[src/rtl/vec_pkg.sv]
// Shared vector-coprocessor definitions: SEW encodings, the memory-op
// encoding of strided accesses, and the LSU sequencer state encoding.
package vec_pkg;

    // Element width (SEW) field encodings; 2'b11 is reserved/illegal.
    localparam logic [1:0] SEW_E8  = 2'b00;
    localparam logic [1:0] SEW_E16 = 2'b01;
    localparam logic [1:0] SEW_E32 = 2'b10;

    // mop field value that selects a strided access.
    localparam logic [1:0] MOP_STRIDED = 2'b10;

    typedef enum logic [2:0] {
        ST_IDLE,
        ST_FETCH,
        ST_REQ,
        ST_RESP,
        ST_DONE
    } lsu_state_t;

endpackage

[src/rtl/vec_lane_align.sv]
// Byte-lane alignment for one vector element on a 32-bit memory word.
// Shared by the strided and unit-stride LSUs.
//   sew       : element width encoding (vec_pkg SEW_*)
//   lane      : byte offset of the element inside the word
//   wdata_in  : right-aligned store element
//   rdata_in  : raw memory read word
//   wdata_out : store element shifted onto its lane
//   wstrb     : byte enables for the store
//   rdata_out : load element extracted and zero-extended
//   misalign  : element straddles its natural alignment, or sew is illegal
module vec_lane_align
    import vec_pkg::*;
(
    input  logic [1:0]  sew,
    input  logic [1:0]  lane,
    input  logic [31:0] wdata_in,
    input  logic [31:0] rdata_in,
    output logic [31:0] wdata_out,
    output logic [3:0]  wstrb,
    output logic [31:0] rdata_out,
    output logic        misalign
);

    logic [4:0]  shamt;
    logic [31:0] rdata_sh;

    always_comb begin
        shamt     = {lane, 3'b000};
        wdata_out = wdata_in << shamt;
        rdata_sh  = rdata_in >> shamt;
        wstrb     = 4'b0000;
        rdata_out = 32'd0;
        misalign  = 1'b0;
        case (sew)
            SEW_E8: begin
                wstrb     = 4'b0001 << lane;
                rdata_out = {24'd0, rdata_sh[7:0]};
            end
            SEW_E16: begin
                wstrb     = 4'b0011 << lane;
                rdata_out = {16'd0, rdata_sh[15:0]};
                misalign  = lane[0];
            end
            SEW_E32: begin
                wstrb     = 4'b1111 << lane;
                rdata_out = rdata_sh;
                misalign  = |lane;
            end
            default: misalign = 1'b1;
        endcase
    end

endmodule

[src/rtl/vec_strided_lsu.sv]
// Strided vector load/store sequencer (vlse.v / vsse.v). Accepts one decoded
// command and walks its elements one at a time over a picorv32-style memory
// port, moving data between memory and the vector register file.
//   cmd_*     : command handshake and fields (base, signed stride, vl, sew, vreg)
//   mem_*     : picorv32 memory port (valid/ready, word address, wdata/wstrb/rdata)
//   vrf_r*    : VRF read port for store data, 1-cycle read latency
//   vrf_w*    : VRF write port for load data, element zero-extended
//   busy      : a command is in progress
//   done/err  : one-cycle completion pulse, err flags misalignment or bad sew
module vec_strided_lsu
    import vec_pkg::*;
#(
    parameter int VL_W   = 5,
    parameter int VREG_W = 5
) (
    input  logic              clk,
    input  logic              reset,
    input  logic              cmd_valid,
    output logic              cmd_ready,
    input  logic              cmd_store,
    input  logic [31:0]       cmd_base,
    input  logic [31:0]       cmd_stride,
    input  logic [VL_W:0]     cmd_vl,
    input  logic [1:0]        cmd_sew,
    input  logic [VREG_W-1:0] cmd_vreg,
    output logic              mem_valid,
    input  logic              mem_ready,
    output logic [31:0]       mem_addr,
    output logic [31:0]       mem_wdata,
    output logic [3:0]        mem_wstrb,
    input  logic [31:0]       mem_rdata,
    output logic [VREG_W-1:0] vrf_raddr,
    output logic [VL_W-1:0]   vrf_ridx,
    input  logic [31:0]       vrf_rdata,
    output logic              vrf_we,
    output logic [VREG_W-1:0] vrf_waddr,
    output logic [VL_W-1:0]   vrf_widx,
    output logic [31:0]       vrf_wdata,
    output logic              busy,
    output logic              done,
    output logic              err
);

    lsu_state_t         state_q, state_d;
    logic               store_q;
    logic [31:0]        addr_q;
    logic signed [31:0] stride_q;
    logic [VL_W:0]      vl_q;
    logic [1:0]         sew_q;
    logic [VREG_W-1:0]  vreg_q;
    logic [VL_W-1:0]    idx_q;
    logic [31:0]        ld_data_q;
    logic               err_q;

    logic [31:0] st_wdata;
    logic [3:0]  st_wstrb;
    logic [31:0] ld_data;
    logic        misalign;
    logic        last_elem;
    logic        st_req;

    vec_lane_align u_align (
        .sew       (sew_q),
        .lane      (addr_q[1:0]),
        .wdata_in  (vrf_rdata),
        .rdata_in  (mem_rdata),
        .wdata_out (st_wdata),
        .wstrb     (st_wstrb),
        .rdata_out (ld_data),
        .misalign  (misalign)
    );

    assign last_elem = ({1'b0, idx_q} == (vl_q - (VL_W+1)'(1)));

    always_comb begin
        state_d = state_q;
        case (state_q)
            ST_IDLE: begin
                if (cmd_valid) begin
                    if (cmd_vl == '0)   state_d = ST_DONE;
                    else if (cmd_store) state_d = ST_FETCH;
                    else                state_d = ST_REQ;
                end
            end
            ST_FETCH: state_d = ST_REQ;
            ST_REQ: begin
                if (misalign)       state_d = ST_DONE;
                else if (mem_ready) state_d = ST_RESP;
            end
            ST_RESP: begin
                if (last_elem)    state_d = ST_DONE;
                else if (store_q) state_d = ST_FETCH;
                else              state_d = ST_REQ;
            end
            ST_DONE: state_d = ST_IDLE;
            default: state_d = ST_IDLE;
        endcase
    end

    always_ff @(posedge clk or posedge reset) begin
        if (reset) begin
            state_q   <= ST_IDLE;
            store_q   <= 1'b0;
            addr_q    <= 32'd0;
            stride_q  <= 32'sd0;
            vl_q      <= '0;
            sew_q     <= SEW_E8;
            vreg_q    <= '0;
            idx_q     <= '0;
            ld_data_q <= 32'd0;
            err_q     <= 1'b0;
        end else begin
            state_q <= state_d;
            case (state_q)
                ST_IDLE: begin
                    if (cmd_valid) begin
                        store_q  <= cmd_store;
                        addr_q   <= cmd_base;
                        stride_q <= $signed(cmd_stride);
                        vl_q     <= cmd_vl;
                        sew_q    <= cmd_sew;
                        vreg_q   <= cmd_vreg;
                        idx_q    <= '0;
                        err_q    <= 1'b0;
                    end
                end
                ST_REQ: begin
                    if (misalign)
                        err_q <= 1'b1;
                    else if (mem_ready && !store_q)
                        ld_data_q <= ld_data;
                end
                ST_RESP: begin
                    if (!last_elem) begin
                        idx_q  <= idx_q + 1'b1;
                        // Two's-complement add gives the mod-2^32 wrap for
                        // negative strides.
                        addr_q <= addr_q + $unsigned(stride_q);
                    end
                end
                default: ;
            endcase
        end
    end

    // vrf_raddr/vrf_ridx stay stable from FETCH through REQ, so the VRF's
    // registered read output holds the store element for the whole request.
    assign st_req    = (state_q == ST_REQ) && store_q;

    assign cmd_ready = (state_q == ST_IDLE);
    assign busy      = (state_q != ST_IDLE);
    assign done      = (state_q == ST_DONE);
    assign err       = done && err_q;

    assign mem_valid = (state_q == ST_REQ) && !misalign;
    assign mem_addr  = {addr_q[31:2], 2'b00};
    assign mem_wdata = st_req ? st_wdata : 32'd0;
    assign mem_wstrb = st_req ? st_wstrb : 4'b0000;

    assign vrf_raddr = vreg_q;
    assign vrf_ridx  = idx_q;
    assign vrf_we    = (state_q == ST_RESP) && !store_q;
    assign vrf_waddr = vreg_q;
    assign vrf_widx  = idx_q;
    assign vrf_wdata = ld_data_q;

endmodule
[config.mk]
export PLATFORM = sky130hd
export DESIGN_NAME = vec_strided_lsu
export DESIGN_NICKNAME = d
export VERILOG_FILES = /design/src/rtl/vec_pkg.sv /design/src/rtl/vec_lane_align.sv /design/src/rtl/vec_strided_lsu.sv
export SDC_FILE = /design/constraint.sdc
export NUM_CORES = 1
export LEC_CHECK = 0
export ABC_AREA = 1
export BUFFER_PORTS_ARGS = -buffer_cell sky130_fd_sc_hd__buf_2
export CORE_ASPECT_RATIO = 1.4
export CORE_MARGIN = 5
export CORE_UTILIZATION = 29
export CTS_BUF_LIST = sky130_fd_sc_hd__clkbuf_2
export CTS_CLUSTER_SIZE = 20
export DETAILED_ROUTE_END_ITERATION = 16
export PLACE_DENSITY = 0.5
export SYNTH_ARGS = -nofsm -noshare
export SYNTH_HDL_FRONTEND = slang
export SYNTH_HIERARCHICAL = 1
export SYNTH_SLANG_ARGS = --single-unit
[constraint.sdc]
create_clock -name clk -period 5.4 [get_ports clk]
set_input_delay 1.08 -clock clk [delete_from_list [all_inputs] [get_ports clk]]
set_output_delay 1.08 -clock clk [all_outputs]
set_load 0.005 [all_outputs]
# [Yosys cells after proc, flatten, opt, wreduce, memory -nomap -nowiden]
# Index checks and enable logic that the tools add are counted.
[totals] ff_bits=119 wordCells=71
[op_classes] add_sub_neg=3 n_eq_ne=11 n_shift=5 n_mux=22 bitwise_logic=1 n_reduce_logical=19
[ops] op="32-bit two-way mux" n=3
[ops] op="32-bit one-hot mux with 3 select lines" n=1
[ops] op="32-bit one-hot mux with 2 select lines" n=1
[ops] op="32-bit adder" n=1
[ops] op="32-bit by 5-bit << shifter with 32-bit output" n=1
[ops] op="32-bit by 5-bit right shift with 32-bit output" n=1
[ops] op="3-bit two-way mux" n=5
[ops] op="3-bit one-hot mux with 4 select lines" n=1
[ops] op="4-bit one-hot mux with 3 select lines" n=1
[ops] op="5-bit two-way mux" n=2
[ops] op="5-bit one-hot mux with 2 select lines" n=1
[ops] op="3-bit AND reduction" n=3
[ops] op="3-bit by 2-bit == test with 1-bit output (second input constant)" n=2
[ops] op="5-bit by 6-bit == test with 1-bit output" n=1
[ops] op="6-bit logical NOT" n=1
[ops] op="2-bit inequality test (second input constant)" n=3
[ops] op="6-bit by 1-bit subtractor with 6-bit output (second input constant)" n=1
[ops] op="5-bit by 1-bit adder with 5-bit output (second input constant)" n=1
[ops] op="1-bit logical AND" n=5
[ops] op="2-bit two-way mux" n=2
[ops] op="4-bit two-way mux" n=1
[ops] op="2-bit AND reduction" n=2
[ops] op="2-bit nonzero test" n=2
[ops] op="1-bit by 2-bit << shifter with 4-bit output (first input constant)" n=1
[ops] op="16 further kinds" n=18

# [Logic depth before layout (Yosys ltp)]
[depth] word_depth=4 ltp_mapped=15

# [Cells and area by module]
# The synthesis kept the hierarchy.
[by_module_without_submodules] module="vec_strided_lsu" n_inst=1 cells_per_inst=1238 area_each_um2=8378.0
[by_module_without_submodules] module="vec_lane_align" n_inst=1 cells_per_inst=319 area_each_um2=1462.7

# [Worst setup path before layout]
# OpenSTA, ideal clock, no wires.
[synth_timing] kind="input -> output" from="input vrf_rdata[15]" to="output mem_wdata[15]" arrival_ns=1.546 t_required_ns=4.320 path_slack_ns=2.774 cell_stages=5 path_cell_list="inv_1 o21ai_0 and2_1 inv_1 nor2_1"
[synth_between] elab_chain_len=2
[synth_lines] item="start: declaration" line_no="vec_strided_lsu.sv:34" source="input logic [31:0] vrf_rdata,"
[synth_lines] item="32-bit by 5-bit << shifter with 32-bit output" line_no="vec_lane_align.sv:29" source="wdata_out = wdata_in << shamt;"
[synth_lines] item="via st_wdata[15]" line_no="vec_strided_lsu.sv:55" source="logic [31:0] st_wdata;"
[synth_lines] item="32-bit two-way mux" line_no="vec_strided_lsu.sv:157" source="assign mem_wdata = st_req ? st_wdata : 32'd0;"
[synth_lines] item="end: declaration" line_no="vec_strided_lsu.sv:29" source="output logic [31:0] mem_wdata,"
# The timed path passes the listed nets, and every way through them passes these cells.

# [Worst setup path in the final report]
[layout_timing] from="register state_q[2]" to="output mem_wstrb[0]"
[layout_between] elab_chain_len=3
[layout_lines] item="start: declaration" line_no="vec_strided_lsu.sv:44" source="lsu_state_t state_q, state_d;"
[layout_lines] item="start signal: assignment" line_no="vec_strided_lsu.sv:113" source="state_q <= state_d;"
[layout_lines] item="3-bit by 2-bit == test with 1-bit output" line_no="vec_strided_lsu.sv:148" source="assign st_req = (state_q == ST_REQ) && store_q;"
[layout_lines] item="1-bit logical AND" line_no="vec_strided_lsu.sv:148"
[layout_lines] item="4-bit two-way mux" line_no="vec_strided_lsu.sv:158" source="assign mem_wstrb = st_req ? st_wstrb : 4'b0000;"
[layout_lines] item="end: declaration" line_no="vec_strided_lsu.sv:30" source="output logic [3:0] mem_wstrb,"
# No other way between the ends.

==> metrics <==
ys flop type=dfrtp_1; CTS Buf Count=17; largest net degree at the start of global routing=66; crit start category=flop; Post-Layout Cell Count=2219; Finished Cell Area=between 0.01 and 0.015 sq mm; slowest CP cell=nand2_1; routability congestion estimate=about 0.9; Filler Cell Count=3840; cell taking the most area after synthesis=dfrtp_1; CP cell instances=nor3_4 > nand2_1 > nor2_1 > buf_2; # resized after CTS=0; Tcrit/Tclk final=74.5%; vias=9936; Slew HR=15.7%; CTS Root Cell=clkbuf_2; DR DRC count=0; Max Clock Freq=0.249 GHz; most frequent cell after synthesis=nand2_1; Post-Place Worst Slack=around 2 ns; fin. max-slew vios=0; outcome=completed; unrepaired setup endpoints after global routing=no; HPWL Detailed=28000 um; Area after DPL=0.0112 sq mm; final setup TNS=0 ns; critical path arrival=about 2.9 ns; final net count=1945; CTS H-tree depth=4; PwrDens=approximately 600 mW/mm^2; Max-cap violations=0; Post-synth EDFFs=0; Clock Skews=0.0282 ns; post-route total power=roughly 6800 uW; Synth top cells by count=nand2_1 (659), inv_1 (194), nor2_1 (175); register area share after synthesis=30.3%; Synth area leaders=dfrtp_1 (30%), nand2_1 (25%), inv_1 (7.4%); Placed Cells=2186; Max Buffers Root-to-Sink=2; Area growth syn-to-layout=16.3%; library cells used by synthesis=42; Clock Pin Slew Worst Setup and Hold Paths=roughly 0.21 ns; Async SR Flop Fraction=100%; Core Region=about 0.033 sq mm; Buf/Inv on CP=1; setup bufs post-CTS=0; synthesized area per cell=between 6 and 7 sq um; Die H=228 um; Post-Synthesis Cell Area=between 0.009 and 0.01 sq mm; worst hold path class=primary input to async pin; critical path fanouts, max=36; initial DRC count=570; Max VDD drop=0.211 mV; Leak Pwr=slightly below 0.007 uW; die footprint=0.0378 sq mm; antenna violations before repair=1; Setup Crit Path Kind=flop to output port; CTS Hold Bufs=0; vias per cell=roughly 4.5; worst slew pin tran=1.26 ns; vias in the first global route=about 10000; Global Route Usage Sum=a little under a fifth; Final min period=4.02 ns; cell count after synthesis=roughly 1600; Final Setup Violations=0; Hold Vio Cnt, Final=0; total I/O pin count=272; flops & latches, synth=119; CTS tree=done; CP Capture Type=output port; fraction of layout cells with a size suffix above 1=between 20% and 30%; Detailed Route WL=between 30000 and 40000 um; final antenna-violating net count=0; first-pass GRT wire length=55200 um; fin worst setup slack=1.38 ns; clk sink count=119; Synth Warn #=6; Starting Density=29.5%; TritonRoute pass-1 iters=5; cell family with most CP delay=simple AND/OR/NAND/NOR gates; WP data required=4.32 ns; die width=166 um; gr ovfl total=0; WL per Instance=approximately 16 um; post-synth top area share=30.3%; IO Port Bufs=269; CP peak stage delay=0.75 ns; worst-skew pair later-pin latency=0.79 ns; # rows=79
==> final cells by class <==
type | instances | area [sq um] | share of cell area (%)
multi-input combinational | 1144 | 5470 | 47.7
sequential | 119 | 2980 | 26.0
timing repair buffer | 276 | 1410 | 12.3
inverter | 202 | 766 | 6.69
tap | 445 | 557 | 4.86
clock inverter | 15 | 179 | 1.56
clock buffer | 17 | 85.1 | 0.743
antenna | 1 | 2.50 | 0.0219
==> power by group <==
part	internal, uW	switching, uW	leakage, uW
Sequential	1290	381	0.00151
Combinational	1610	2890	0.00522
Clock	259	408	0.000138
Total	3160	3680	0.00687
==> stage by stage <==
step / utilization [%] / hold slack (ns)
finish: 34.3 / 0.395
global route: 34.3 / 0.335
CTS: 34.3 / 0.287
detailed placement: 33.5 / 0.463
global placement: 33.5 / 0.457
floorplan: - / 0.446
==> path summary, 6_finish.rpt <==
path	from	end	slack (ns)	cells past startpoint
max in group asynchronous	reset	addr_q[1]	4.14	3
hold / removal	reset	stride_q[24]	0.39	2
setup reg to reg	state_q[0]	addr_q[29]	2.41	8
hold reg to reg	stride_q[15]	stride_q[15]	0.50	2
setup / recovery	state_q[2]	mem_wstrb[0]	1.38	4
min in group clk	cmd_sew[0]	sew_q[0]	0.47	3
==> cell families (layout without fill, tap and decap cells) <==
group	after synthesis	in the layout	synth area share (%)
buffers and inverters	295	510	14.3
AOI/OAI and AO/OA	88	88	4.77
DFF	119	119	30.3
muxes	32	32	4.81
and+or+nand+nor	974	974	40.0
xor gates and xnor gates	9	9	0.801
adders and majority gates	39	39	5.04
other	1	3	0.0381
==> cell usage in the layout (no fill, tap or decap), types with 3 or more instances in the layout <==
master / Yosys / final
a21oi_1: 33 / 33
and2_1: 13 / 13
buf_2: 19 / 269
buf_4: 47 / 6
bufinv_16: 0 / 3
clkbuf_2: 1 / 17
clkinv_4: 0 / 3
clkinvlp_4: 0 / 5
dfrtp_1: 119 / 117
ha_1: 38 / 38
inv_1: 194 / 193
inv_2: 6 / 6
inv_4: 2 / 3
mux2_4: 30 / 30
nand2_1: 659 / 659
nand2_2: 3 / 3
nand3_1: 85 / 85
nand3b_1: 4 / 4
nand4_1: 8 / 8
nor2_1: 175 / 175
nor2_2: 3 / 3
nor3_1: 7 / 7
o211ai_1: 8 / 8
o21ai_0: 40 / 40
o21ai_1: 3 / 3
or2_2: 7 / 7
xnor2_1: 5 / 5
xor2_1: 4 / 4
==> flip-flops by register name (all words and copies together) (netlist names) <==
signal,cells
sew_q,2
vl_q,6
store_q,1
stride_q,32
vrf_ridx,5
vrf_wdata,32
state_q,3
addr_q,32
err_q,1
vrf_raddr,5
==> layer usage <==
| metal | wire (um) | up-vias | global-route usage (%) |
|---|---|---|---|
| li1 | - | 5109 | - |
| met1 | 13600 | 4491 | 19.4 |
| met2 | 18700 | 282 | 34.9 |
| met3 | 1510 | 54 | 3.34 |
| met4 | 1420 | 0 | 8.31 |
| met5 | 0 | - | 0 |
Power figures use the tool's default switching activity.
